--- config.mk ---
export PLATFORM = sky130hd
export DESIGN_NAME = mem_port_arbiter
export DESIGN_NICKNAME = d
export VERILOG_FILES = /design/src/rtl/mem_port_arbiter.sv
export SDC_FILE = /design/constraint.sdc
export NUM_CORES = 1
export LEC_CHECK = 0
export BUFFER_PORTS_ARGS = -buffer_cell sky130_fd_sc_hd__buf_4
export CAP_MARGIN = 15
export CELL_PAD_IN_SITES_DETAIL_PLACEMENT = 0
export CELL_PAD_IN_SITES_GLOBAL_PLACEMENT = 1
export CORE_ASPECT_RATIO = 2
export CORE_MARGIN = 5
export CORE_UTILIZATION = 35
export CTS_BUF_LIST = sky130_fd_sc_hd__clkbuf_8
export DETAILED_ROUTE_END_ITERATION = 8
export PLACE_DENSITY = 0.9
export SKIP_CTS_REPAIR_TIMING = 1
export SLEW_MARGIN = 20
export SYNTH_ARGS = -nofsm -noshare
export SYNTH_HDL_FRONTEND = slang
export SYNTH_SLANG_ARGS = --single-unit
export TNS_END_PERCENT = 10
--- constraint.sdc ---
create_clock -name clk -period 4.65 [get_ports clk]
set_input_delay 0.93 -clock clk [delete_from_list [all_inputs] [get_ports clk]]
set_output_delay 0.93 -clock clk [all_outputs]
set_load 0.1 [all_outputs]
--- src/rtl/mem_port_arbiter.sv ---
// Two-requester memory port arbiter: instruction fetch (IF) and load/store (LS)
// share one memory port. Round-robin on ties, one transaction in flight,
// wait-cycle timeout with abort, sticky error flag.
module mem_port_arbiter #(
  parameter int TIMEOUT = 15
) (
  input  logic        clk,
  input  logic        reset,
  input  logic        if_req,
  input  logic [31:0] if_addr,
  input  logic        ls_req,
  input  logic [31:0] ls_addr,
  input  logic        ls_we,
  input  logic [31:0] ls_wdata,
  input  logic [31:0] mem_rdata,
  input  logic        mem_ready,
  output logic        mem_en,
  output logic        mem_we,
  output logic [31:0] mem_addr,
  output logic [31:0] mem_wdata,
  output logic        if_gnt,
  output logic        ls_gnt,
  output logic        if_done,
  output logic        ls_done,
  output logic [31:0] rd_data,
  output logic        bus_err,
  output logic        err_sticky
);

  typedef enum logic [1:0] {IDLE, BUSY_IF, BUSY_LS} state_t;

  // Wait count at which the next ready-less BUSY cycle is the last one allowed.
  localparam logic [3:0] LP_LAST_WAIT = 4'(TIMEOUT - 1);

  state_t      r_state, w_next;
  logic        r_last_ls;   // 1: LS was granted last, so IF wins the next tie
  logic [3:0]  r_wait;
  logic        w_pick_ls, w_grant, w_ok, w_abort;

  logic        r_mem_en, r_mem_we, r_if_gnt, r_ls_gnt, r_if_done, r_ls_done;
  logic        r_bus_err, r_err_sticky;
  logic [31:0] r_mem_addr, r_mem_wdata, r_rd_data;

  // Next state plus grant / completion / abort decisions for this edge.
  always_comb begin
    w_next    = r_state;
    w_grant   = 1'b0;
    w_ok      = 1'b0;
    w_abort   = 1'b0;
    w_pick_ls = ls_req && (!if_req || !r_last_ls);
    case (r_state)
      IDLE: begin
        if (if_req || ls_req) begin
          w_grant = 1'b1;
          w_next  = w_pick_ls ? BUSY_LS : BUSY_IF;
        end
      end
      BUSY_IF, BUSY_LS: begin
        // Ready wins over timeout when both land on the same cycle.
        if (mem_ready) begin
          w_ok   = 1'b1;
          w_next = IDLE;
        end else if (r_wait == LP_LAST_WAIT) begin
          w_abort = 1'b1;
          w_next  = IDLE;
        end
      end
      default: w_next = IDLE;
    endcase
  end

  // State register.
  always_ff @(posedge clk or posedge reset) begin
    if (reset) r_state <= IDLE;
    else       r_state <= w_next;
  end

  // Memory-side command, wait counter and round-robin pointer.
  always_ff @(posedge clk or posedge reset) begin
    if (reset) begin
      r_last_ls   <= 1'b1;
      r_wait      <= 4'd0;
      r_mem_en    <= 1'b0;
      r_mem_we    <= 1'b0;
      r_mem_addr  <= 32'd0;
      r_mem_wdata <= 32'd0;
    end else begin
      r_mem_en <= (w_next != IDLE);
      if (w_grant) begin
        r_last_ls   <= w_pick_ls;
        r_wait      <= 4'd0;
        r_mem_addr  <= w_pick_ls ? ls_addr : if_addr;
        r_mem_we    <= w_pick_ls & ls_we;
        r_mem_wdata <= w_pick_ls ? ls_wdata : 32'd0;
      end else begin
        if (r_state != IDLE && !mem_ready) r_wait <= r_wait + 4'd1;
        // Never leave a write strobe up while the port is idle.
        if (w_ok || w_abort) r_mem_we <= 1'b0;
      end
    end
  end

  // Requester-side pulses, read data capture and sticky error.
  always_ff @(posedge clk or posedge reset) begin
    if (reset) begin
      r_if_gnt     <= 1'b0;
      r_ls_gnt     <= 1'b0;
      r_if_done    <= 1'b0;
      r_ls_done    <= 1'b0;
      r_bus_err    <= 1'b0;
      r_err_sticky <= 1'b0;
      r_rd_data    <= 32'd0;
    end else begin
      r_if_gnt  <= w_grant && !w_pick_ls;
      r_ls_gnt  <= w_grant && w_pick_ls;
      r_if_done <= (w_ok || w_abort) && (r_state == BUSY_IF);
      r_ls_done <= (w_ok || w_abort) && (r_state == BUSY_LS);
      r_bus_err <= w_abort;
      if (w_abort) begin
        r_rd_data    <= 32'd0;
        r_err_sticky <= 1'b1;
      end else if (w_ok && !r_mem_we) begin
        r_rd_data <= mem_rdata;
      end
    end
  end

  assign mem_en     = r_mem_en;
  assign mem_we     = r_mem_we;
  assign mem_addr   = r_mem_addr;
  assign mem_wdata  = r_mem_wdata;
  assign if_gnt     = r_if_gnt;
  assign ls_gnt     = r_ls_gnt;
  assign if_done    = r_if_done;
  assign ls_done    = r_ls_done;
  assign rd_data    = r_rd_data;
  assign bus_err    = r_bus_err;
  assign err_sticky = r_err_sticky;

endmodule

==> results of run 1 <==
area by class of cell:
cell class,instances,area [um2],area share
diodes,1,2.50,0.000386
clock buffers,9,124,0.0191
clock inverters,7,78.8,0.0122
inverters,5,21.3,0.00328
multi-input cells,175,1460,0.225
flip-flops and latches,111,2780,0.429
well taps,150,188,0.0290
repair buffers,241,1830,0.282
synthesized netlist by cell type:
cell type and instances:
a21bo_2 1, o21bai_1 1, and4b_1 1, o211ai_1 1, and3_4 1, nor3b_1 1
nand2b_2 1, a21boi_0 1, a21oi_2 1, o2bb2ai_1 1, a221o_1 32, dfrtp_1 110
or3_1 1, o21ai_2 2, buf_6 4, clkbuf_1 3, or2_1 1, and3b_1 1
buf_2 12, a21o_1 1, a22o_1 64, dfstp_2 1, a21oi_1 2, inv_1 5
a21boi_1 1, and2_1 36, xor2_1 1, nand3_1 6, ha_1 6, nand2_1 2
nor2b_1 3, a31oi_1 2, buf_4 6, o21ai_0 3, or2_2 1
metal layers:
metal	global-route usage	vias up	share of wire
met5	0	-	0
met4	0.0642	0	0.020
met3	0.0392	16	0.079
met2	0.295	160	0.55
met1	0.184	1748	0.35
li1	-	1645	-
critical path, cell delays in order, from the launching register on:
cell and delay, ps:
dfrtp_1 470, inv_1 110, ha_1 350, nand2_1 150, a21oi_4 550, buf_4 520
a221o_1 240
layout by cell type (no fill, tap or decap), types with 2 or more instances in the layout:
| cell type | Yosys | final |
|---|---|---|
| a21oi_1 | 2 | 2 |
| a221o_1 | 32 | 32 |
| a22o_1 | 64 | 64 |
| a31oi_1 | 2 | 2 |
| and2_1 | 36 | 35 |
| buf_4 | 6 | 240 |
| clkbuf_8 | 0 | 9 |
| clkinvlp_4 | 0 | 2 |
| dfrtp_1 | 110 | 110 |
| ha_1 | 6 | 6 |
| inv_1 | 5 | 4 |
| nand2_1 | 2 | 2 |
| nand3_1 | 6 | 6 |
| nor2b_1 | 3 | 3 |
| o21ai_0 | 3 | 3 |
| o21ai_4 | 0 | 2 |
worst paths after layout:
| kind | startpoint | to | slack, ps | depth (start not counted) |
|---|---|---|---|---|
| min in group asynchronous | reset | rd_data[11]$_DFFE_PP0P_ | 760 | 2 |
| hold / removal | err_sticky$_DFFE_PP0P_ | err_sticky$_DFFE_PP0P_ | 510 | 1 |
| max in group asynchronous | reset | r_last_ls$_DFFE_PP1P_ | 2840 | 3 |
| setup / recovery | r_state[1]$_DFF_PP0_ | mem_addr[6]$_DFFE_PP0P_ | 2170 | 6 |
| setup reg to reg | r_state[1]$_DFF_PP0_ | mem_addr[6]$_DFFE_PP0P_ | 2170 | 6 |
| hold reg to reg | err_sticky$_DFFE_PP0P_ | err_sticky$_DFFE_PP0P_ | 510 | 1 |
stage by stage:
stage                     cells  instance area, um2
after floorplan             316                4390
after global placement      681                6240
after detailed placement    681                6240
after CTS                   697                6450
after global routing        699                6480
final                       699                6480
state kept, by name, indices dropped and copies added (netlist names):
signal,flops
ls_done,1
mem_we,1
ls_gnt,1
r_wait,4
mem_wdata,32
mem_en,1
if_gnt,1
mem_addr,32
rd_data,32
r_state,2
if_done,1
bus_err,1
r_last_ls,1
err_sticky,1
logic make-up after synthesis:
logic type                 after synthesis  synth area share
and+or+nand+nor                         55            0.0789
DFF                                    111             0.633
xor gates and xnor gates                 1           0.00200
buffers and inverters                   30            0.0410
AOI/OAI and AO/OA                      113             0.228
adders and majority gates                6            0.0171
==> results.yml, run 1 <==
status:
  status: "completed"
global_routing:
  grt_pass1_wl_um: 19300
  overflow: 0
  grt_usage: 0.166
  grt_pass1_vias: 3804
  grt_max_degree: 76
  antenna_found_initial: 1
sta:
  maxSlewHeadroom: 0.405
  setup_viol: 0
  min_period_ps: 2480
  max_freq_mhz: 404
  holdWs_ps: 505
  rsz0062_at_grt: "false"
  finalClockSkew_ps: 14.4
  final.setup.tns_ps: 0
  tightestPinTransition_ps: 893
  fin_crit_sh: 0.533
  report.final.slew_viol_count: 0
  finalHoldViolCount: 0
  fin_ws_ps: 2170
clock_network:
  numCtsBuffers: 9
  clk_latency_ps: 360
  h-tree-depth: 3
  cts_sinks: 111
  clk_pin_slew_worst_paths_ps: 110
  cts-root-buf: "clkbuf_8"
  clk_path_buf_depth: 2
  cts_tree: "done"
logic_synthesis:
  avgSynthCellArea_um2: 13.9
  synth_warnings: 0
  synth_area_leader_cell: "dfrtp_1"
  synth_area_leaders: "dfrtp_1 63%, a22o_1 13%, a221o_1 7.3%"
  synth_seq_area_share: 0.633
  synth_top_area_frac: 0.627
  netlist-cell-type-count: 35
  synth_area_um2: 4390
  synth-seq-cells: 111
  synth_fp_nets: 456
  synthCells: 316
place:
  gp_congestion: 0.800
  dp_slack_ps: 2030
  dp_hpwl_um: 9750
  port_buffers: 237
route:
  detail_route.iter0.violations: 130
  dr.pass1.iters: 6
  viasPerCell: 5.11
  wl_per_cell_um: 18.3
  drc: 0
  wl_um: 12800
  via_count: 3569
  antenna_left: 0
flow_run:
  cap_violations: 0
floorplanning:
  rows: 58
  coreArea_um2: 12500
  fp.dieH_um: 168
  die_area_um2: 15000
  die-width_um: 89.2
  boundaryPins: 238
  start_util: 0.352
critical_path:
  cp_max_fo: 44
  startpoint_type: "register"
  cp-end-kind: "register"
  required_ps: 4940
  worstSetupPathType: "reg2reg"
  worst_ep_arrival_time_ps: 2770
finish:
  area_growth_pct: 47.5
  nFillCells: 1112
  nNetsFinal: 683
  layout-drive-gt1-share: 0.487
  post-route-util: 0.519
hold_path:
  hold_class: "reg2reg"
Power of run 1 is left out: the tool's default activity adds up to more than one toggle a clock period on the data nets, which glitch-free logic cannot reach.
==> run 2: changes to the inputs <==
Settings changed: CORE_UTILIZATION 35 to 32, PLACE_DENSITY 0.9 to 0.87.
Clock period 4.65 ns to 2.12 ns, I/O delays scaled along.
==> run 2 against run 1 <==
  * Utilization fell by 3.2 points
  * Via count increased by 0.17%
  * Die area is 8.6% higher
  * Critical path depth is the same
  * First-iteration DRC count is 40% lower
  * Global-route usage decreased by 0.51 points
  * Worst setup slack worse by 1900 ps
  * Count of clock-buffer cells in the layout is 1 higher
  * Flip-flop and latch count did not move
  * Non-clock buffer count rose by 5
  * Cell area grew 0.97%
==> results.yml, run 2 (synthesis gave the netlist of run 1 again) <==
finish:
  final_common_cell: "buf_4"
  area.sequential_um2: 2780
  area_growth_pct: 49.0
  nNetsFinal: 688
  fin_area_um2: 6540
  multi_input_area_um2: 1450
  nFillCells: 1232
  antenna_cells: 0
  final_cell_mix: "243 x buf_4, 110 x dfrtp_1, 64 x a22o_1"
  layout-drive-gt1-share: 0.488
sta:
  tightestPinTransition_ps: 581
  maxSlewHeadroom: 0.613
  rsz0062_at_grt: "false"
  fin_crit_sh: 0.891
  final.setup.tns_ps: 0
  report.final.slew_viol_count: 0
  min_period_ps: 1890
  max_freq_mhz: 529
  fin_ws_ps: 230
  holdWs_ps: 200
  finalHoldViolCount: 0
  finalClockSkew_ps: 21.0
  setup_viol: 0
route:
  wl_um: 13100
  dr.pass1.iters: 4
  detail_route.iter0.violations: 78
  via_count: 3575
  antenna_left: 0
  viasPerCell: 5.05
  wl_per_cell_um: 18.6
  drc: 0
clock_network:
  h-tree-depth: 3
  cts-root-buf: "clkbuf_8"
  clk_pin_slew_worst_paths_ps: 110
  cts_tree: "done"
  clk_latency_ps: 370
  numCtsBuffers: 9
  cts_sinks: 111
  clk_path_buf_depth: 2
place:
  port_buffers: 237
  gp_congestion: 0.771
  dp_hpwl_um: 9980
  dp_slack_ps: 0.681
  placed_cell_area_um2: 6310
global_routing:
  antenna_found_initial: 0
  grt_pass1_vias: 3999
  grt_usage: 0.161
  grt_pass1_wl_um: 20800
  overflow: 0
  grt_max_degree: 112
floorplanning:
  boundaryPins: 238
  start_util: 0.327
  die-width_um: 92.8
  coreArea_um2: 13400
  die_area_um2: 16300
  fp.dieH_um: 176
  rows: 60
critical_path:
  startpoint_type: "register"
  worstPathCellList: "inv_1 -> ha_1 -> o21ai_4 -> buf_16 -> buf_4 -> a22o_1"
  slowest_delay_ps: 460
  cp_max_fo: 34
  worstSetupPathType: "reg2reg"
  cp_slowest_cell: "dfrtp_1"
  cp-end-kind: "register"
  worst_ep_arrival_time_ps: 2140
  required_ps: 2370
hold_path:
  hold_class: "in2async"
status:
  status: "completed"
flow_run:
  cap_violations: 0
run 2: area by class of cell:
| class | count | area share |
|---|---|---|
| Timing Repair Buffer | 246 | 0.289 |
| Multi-Input combinational cell | 175 | 0.221 |
| Clock buffer | 10 | 0.0210 |
| Inverter | 5 | 0.00344 |
| Sequential cell | 111 | 0.425 |
| Clock inverter | 6 | 0.0105 |
| Tap cell | 155 | 0.0297 |
run 2: worst max-delay path: cells and delay by family, from the launching register on:
family / cells / cell delay (ps)
AOI/OAI and AO/OA: 2 / 460
adders and majority gates: 1 / 300
buffers and inverters: 3 / 540
DFF: 1 / 460
run 2: per-layer routing:
metal | routed length (um) | track usage | vias up
met5 | 0 | 0 | -
met4 | 430 | 0.0636 | 0
met3 | 1080 | 0.0562 | 28
met2 | 6980 | 0.289 | 172
met1 | 4650 | 0.168 | 1720
li1 | - | - | 1655
run 2: path summary, 6_finish.rpt:
| kind | start | to | slack [ps] | cells past startpoint |
|---|---|---|---|---|
| worst max register to register | r_state[1]$_DFF_PP0_ | mem_wdata[7]$_DFFE_PP0P_ | 230 | 6 |
| worst max-delay path | r_state[1]$_DFF_PP0_ | mem_wdata[7]$_DFFE_PP0P_ | 230 | 6 |
| min in group clk | ls_wdata[16] | mem_wdata[16]$_DFFE_PP0P_ | 260 | 2 |
| worst min register to register | err_sticky$_DFFE_PP0P_ | err_sticky$_DFFE_PP0P_ | 500 | 1 |
| worst min-delay path | reset | rd_data[14]$_DFFE_PP0P_ | 200 | 3 |
| max in group asynchronous | reset | if_done$_DFF_PP0_ | 1480 | 3 |
run 2: stage by stage:
step	utilization	instances
4_1_cts	0.485	707
3_3_place_gp	0.469	691
3_5_place_dp	0.469	691
6_report	0.487	708
2_1_floorplan	-	316
5_1_grt	0.487	708
Power of run 2 is left out for the same reason.
